[src/rtl/fetch1.sv]
// Fetch stage: PC register, 8-byte pair fetch address, direct-mapped BTB with
// 2-bit counters, and sideband registered to line up with instruction memory data.
module fetch1 #(
    parameter logic [31:0] RESET_PC    = 32'h0000_0000,
    parameter int          BTB_ENTRIES = 16
) (
    input  logic        clock_i,
    input  logic        reset_i,
    input  logic        stall_i,
    input  logic        redirect_i,
    input  logic [31:0] redirect_pc_i,
    input  logic        btb_wr_i,
    input  logic [31:0] btb_wr_pc_i,
    input  logic [31:0] btb_wr_target_i,
    input  logic        btb_wr_taken_i,
    output logic [31:0] iaddr_o,
    output logic [31:0] pc0_o,
    output logic [31:0] pc1_o,
    output logic        pred_taken_o,
    output logic [31:0] pred_target_o,
    output logic        bubble_0_o,
    output logic        bubble_1_o
);
    localparam int IW = $clog2(BTB_ENTRIES);
    localparam int TW = 30 - IW;
    localparam logic [31:0] RESET_PAIR = {RESET_PC[31:3], 3'b000};

    typedef struct packed {
        logic          valid;
        logic [TW-1:0] tag;
        logic [31:0]   target;
        logic [1:0]    ctr;
    } btb_entry_t;

    btb_entry_t btb [BTB_ENTRIES];

    logic [31:0]   pc, pc_next, slot0_addr, slot1_addr, look_target;
    logic [IW-1:0] idx0, idx1, wr_idx;
    logic [TW-1:0] tag0, tag1, wr_tag;
    btb_entry_t    ent0, ent1, wr_ent;
    logic          take0, take1, look_taken, wr_hit;
    logic [1:0]    wr_ctr;
    logic          unused_low_bits;

    assign unused_low_bits = ^{pc[1:0], btb_wr_pc_i[1:0]};

    assign slot0_addr = {pc[31:3], 3'b000};
    assign slot1_addr = {pc[31:3], 3'b100};
    assign iaddr_o    = slot0_addr;

    assign idx0 = slot0_addr[IW+1:2];
    assign idx1 = slot1_addr[IW+1:2];
    assign tag0 = slot0_addr[31:IW+2];
    assign tag1 = slot1_addr[31:IW+2];
    assign ent0 = btb[idx0];
    assign ent1 = btb[idx1];

    // Slot 0 is not part of the fetch when entering the pair at its upper word.
    assign take0 = ~pc[2] & ent0.valid & (ent0.tag == tag0) & ent0.ctr[1];
    assign take1 = ent1.valid & (ent1.tag == tag1) & ent1.ctr[1];
    assign look_taken  = take0 | take1;
    assign look_target = take0 ? ent0.target : (take1 ? ent1.target : 32'h0);

    always_comb begin
        pc_next = slot0_addr + 32'd8;
        if (look_taken) pc_next = look_target;
    end

    assign wr_idx = btb_wr_pc_i[IW+1:2];
    assign wr_tag = btb_wr_pc_i[31:IW+2];
    assign wr_ent = btb[wr_idx];
    assign wr_hit = wr_ent.valid & (wr_ent.tag == wr_tag);

    always_comb begin
        wr_ctr = btb_wr_taken_i ? 2'b10 : 2'b01;
        if (wr_hit) begin
            if (btb_wr_taken_i) wr_ctr = (wr_ent.ctr == 2'b11) ? 2'b11 : wr_ent.ctr + 2'b01;
            else                wr_ctr = (wr_ent.ctr == 2'b00) ? 2'b00 : wr_ent.ctr - 2'b01;
        end
    end

    // Lookups above read the array combinationally, so a same-cycle write is seen next cycle.
    always_ff @(posedge clock_i) begin
        if (reset_i) begin
            for (int i = 0; i < BTB_ENTRIES; i++) btb[i] <= '0;
        end else if (btb_wr_i) begin
            btb[wr_idx] <= '{valid: 1'b1, tag: wr_tag, target: btb_wr_target_i, ctr: wr_ctr};
        end
    end

    always_ff @(posedge clock_i) begin
        if (reset_i) begin
            pc            <= RESET_PC;
            pc0_o         <= RESET_PAIR;
            pc1_o         <= RESET_PAIR + 32'd4;
            pred_taken_o  <= 1'b0;
            pred_target_o <= 32'h0;
            bubble_0_o    <= 1'b0;
            bubble_1_o    <= 1'b0;
        end else if (redirect_i) begin
            pc            <= redirect_pc_i;
            pc0_o         <= slot0_addr;
            pc1_o         <= slot1_addr;
            pred_taken_o  <= 1'b0;
            pred_target_o <= 32'h0;
            bubble_0_o    <= pc[2];
            bubble_1_o    <= 1'b0;
        end else if (!stall_i) begin
            pc            <= pc_next;
            pc0_o         <= slot0_addr;
            pc1_o         <= slot1_addr;
            pred_taken_o  <= look_taken;
            pred_target_o <= look_target;
            bubble_0_o    <= pc[2];
            bubble_1_o    <= take0;
        end
    end
endmodule

[config.mk]
export PLATFORM = sky130hd
export DESIGN_NAME = fetch1
export DESIGN_NICKNAME = d
export VERILOG_FILES = /design/src/rtl/fetch1.sv
export SDC_FILE = /design/constraint.sdc
export NUM_CORES = 2
export LEC_CHECK = 0
export CAP_MARGIN = 5
export CORE_MARGIN = 2
export CORE_UTILIZATION = 53
export DETAILED_ROUTE_END_ITERATION = 6
export GPL_ROUTABILITY_DRIVEN = 1
export MAX_ROUTING_LAYER = met4
export PLACE_DENSITY = 0.71
export SYNTH_ARGS = -nofsm -noshare
export SYNTH_HDL_FRONTEND = slang
export SYNTH_SLANG_ARGS = --single-unit
[constraint.sdc]
create_clock -name clock_i -period 6 [get_ports clock_i]
set_input_delay 1.2 -clock clock_i [delete_from_list [all_inputs] [get_ports clock_i]]
set_output_delay 1.2 -clock clock_i [all_outputs]
set_load 0.01 [all_outputs]
==> metrics.md <==
| Metric | Value |
|---|---|
| Status | `complete, but fails checks` |
| Violated checks | `design-rule violations` |
| Drt first pass iters | `7` |
| Synth Area in XOR/XNOR | `roughly 1.3%` |
| Remaining DRCs | `4` |
| DR vias | `36331` |
| Leak | `22.7 nW` |
| Flop pwr share | `49.1%` |
| Worst relative slew slack | `13.9%` |
| Layout fillers | `7616` |
| EDFF count, synth | `960` |
| Vias in the first global route | `roughly 35000` |
| Mapped Avg Cell Area | `13.5 um^2` |
| First-pass GRT wire length | `245000 um` |
| Design area | `60400 um^2` |
| RSZ-0062 raised after global routing | `false` |
| Via density | `6.71` |
| Dpl cells | `5203` |
| Largest area contributor in the netlist | `edfxtp_1` |
| Hold WS | `between 0.4 and 0.5 ns` |
| Synth warn | `0` |
| NetSw | `4.57 mW` |
| Mux cell area share after synthesis | `16.4%` |
| FP Rows | `116` |
| Seq/Total Area, Yosys | `between 50 and 60%` |
| Most common cell after layout, fill and taps aside | `edfxtp_1` |
| Max Slew Vio Count | `0` |
| Yosys cell types | `76` |
| Avg WL per Cell | `31.2 um` |
| Die W | `323 um` |
| Post-Synth Adder-Cell Area | `0.0233%` |
| Die boundary height | `323 um` |
| TritonCTS Buffers | `109` |
| Synth area leaders | `edfxtp_1, mux4_2, and3_1` |
| Pre-CTS WS | `0.605 ns` |
| CTS resizes | `0` |
| Switching Share | `between 20% and 30%` |
| Largest net degree at the start of global routing | `approximately 230` |
| Main combinational cell family by area after synthesis | `multiplexers` |
| Maximum clock rate | `197 MHz` |
| Die Footprint | `104000 um^2` |
| Pwr per Cell Area | `~300 nW/um^2` |
| Clk_lat worst skew | `0.70 ns` |
| Layout area overhead | `12.3%` |
| Share of cells above drive strength 1 | `17.1%` |
| Post-Synth Simple-Gate Area | `15.7%` |
| Predominant post-synthesis flop cell | `edfxtp_1` |
| Setup tns final | `0 ns` |
| CTS Buffer Depth | `3` |
| Pint | `13.3 mW` |
| Worst path required time | `between 6 and 7 ns` |
| Fin nets | `4060` |
| Setup bufs post-CTS | `0` |
| Post-DRT Antenna Nets | `0` |
| Combinational share of power | `12.6%` |
| Detailed Route WL | `169000 um` |
| Port bufs | `219` |
| Max IR drop VDD | `0.278 mV` |
| Final Hold Viols | `0` |
| H-tree levels | `3` |
| Starting DRC count in detailed routing | `about 5700` |
| Setup WS post-layout | `slightly above 0.9 ns` |
| Cell Area, Placed | `~57000 um^2` |
| DP HPWL | `99100 um` |
| Worst-path clk slew | `0.06 ns` |
| Synth Area in Compound Gates | `around 4.2%` |
| Max-Cap Viols | `0` |
| Crit path kind | `reg2reg` |
| CP arrival | `5.68 ns` |
| Worst Hold Class | `reg2reg` |
| Mapped Cells | `3997` |
| Initial Util | `between 50% and 60%` |
| Mapped Area | `between 50000 and 60000 um^2` |
| Synth top area share | `a little over half` |
| GR Util All Layers | `33.4%` |
| IO Pins | `~230` |
| Final setup fails | `0` |
| Most frequent cells in the layout | `edfxtp_1, and3_1, mux4_2, and2_1, clkdlybuf4s50_1` |
| Initial antenna violation count | `10` |
| CP endpoint kind | `register` |
| Clock Sink Count | `1073` |
| Worst-path fanout max | `27` |
| Util after Layout | `60.2%` |
| Slew of the pin with the lowest slew margin | `1.29 ns` |
| Core ar. | `~100000 um^2` |
| Clock power frac | `38.3%` |
| Grt ovf | `0` |
| Clock root cell | `clkbuf_16` |
| Non-filler cells, final | `5418` |
| Final period utilization | `84.5%` |
| Worst setup SP type | `register` |
| Routability cong. | `0.990` |
| CTS tree | `built` |
| Final worst path period need | `around 5.1 ns` |
| Synth Register Bits | `1073` |
| Total power | `between 15 and 20 mW` |
| Worst clock skew | `0.0154 ns` |
| # hold bufs at CTS | `0` |
| Ys async rst share | `0%` |
[synth_stat cells, types with 25 or more instances]
cell        n
edfxtp_1  960
and3_1    682
clkbuf_1  314
mux4_2    308
and2_1    232
nand2_1   174
a21oi_1   147
mux2i_1   140
nor2_1    118
dfxtp_1   113
buf_4      80
buf_2      68
nand2b_1   64
xnor2_1    51
o21ai_0    48
mux2_2     41
inv_1      38
nand3_1    35
nor2b_1    30
nand4_1    25
[final timing paths]
path	startpoint	endpoint	slack (ns)	cells after the start
min reg2reg	pred_target_o[12]	pred_target_o[12]	0.46	2
max	register	pc[23]	0.93	11
max reg2reg	register	pc[23]	0.93	11
min	pred_target_o[12]	pred_target_o[12]	0.46	2
[critical path, stage by stage, from the launching register on]
cell and delay [ns]:
dfxtp_4 0.80, buf_4 0.44, mux4_2 0.56, mux2i_1 0.35
xnor2_1 0.20, a2111oi_0 0.38, nand3_1 0.12, nor4_1 0.53
buf_4 0.24, nand2b_1 0.45, nand2_1 0.57, o21ai_0 0.32
[layer usage]
metal	vias up	wire [um]	global-route usage, %
li1	15075	-	-
met1	18228	63100	44.6
met4	0	6640	12.6
met5	-	0	-
met3	411	22200	8.17
met2	2617	77200	49.8
[power by group through the flow]
stage	Clock, mW	Combinational (mW)	Sequential, mW
2_1_floorplan	0	1.42	8.82
3_3_place_gp	0	2.19	8.91
3_5_place_dp	0	2.20	8.93
4_1_cts	6.87	2.21	8.78
5_1_grt	7.18	2.34	8.82
6_report	6.85	2.25	8.79
[logic make-up after synthesis]
logic type | count (synthesis)
AND/OR/NAND/NOR | 1456
buffers and inverters | 535
multiplexers | 490
adder cells (fa/ha/maj) | 1
AO/OA/AOI/OAI | 365
other | 2
flip-flops | 1073
XOR/XNOR | 75
[cell type report]
type                       count  area [um^2]  share of cell area [%]
sequential                  1073        31100                    51.5
multi-input combinational   2396        20400                    33.8
timing repair buffer         336         3430                    5.68
clock buffer                 142         3000                    4.96
tap                         1357         1700                    2.81
clock inverter                64          581                   0.961
inverter                      41          154                   0.255
antenna                        9         22.5                  0.0373
[sequential cells by signal, indices dropped and copies added, names as in the netlist, named ones only]
| name | cells |
|---|---|
| btb | 976 |
| bubble_0_o | 1 |
| bubble_1_o | 1 |
| pc | 30 |
| pc0_o | 29 |
| pred_taken_o | 1 |
| pred_target_o | 32 |
(Power assumes the default switching activity.)
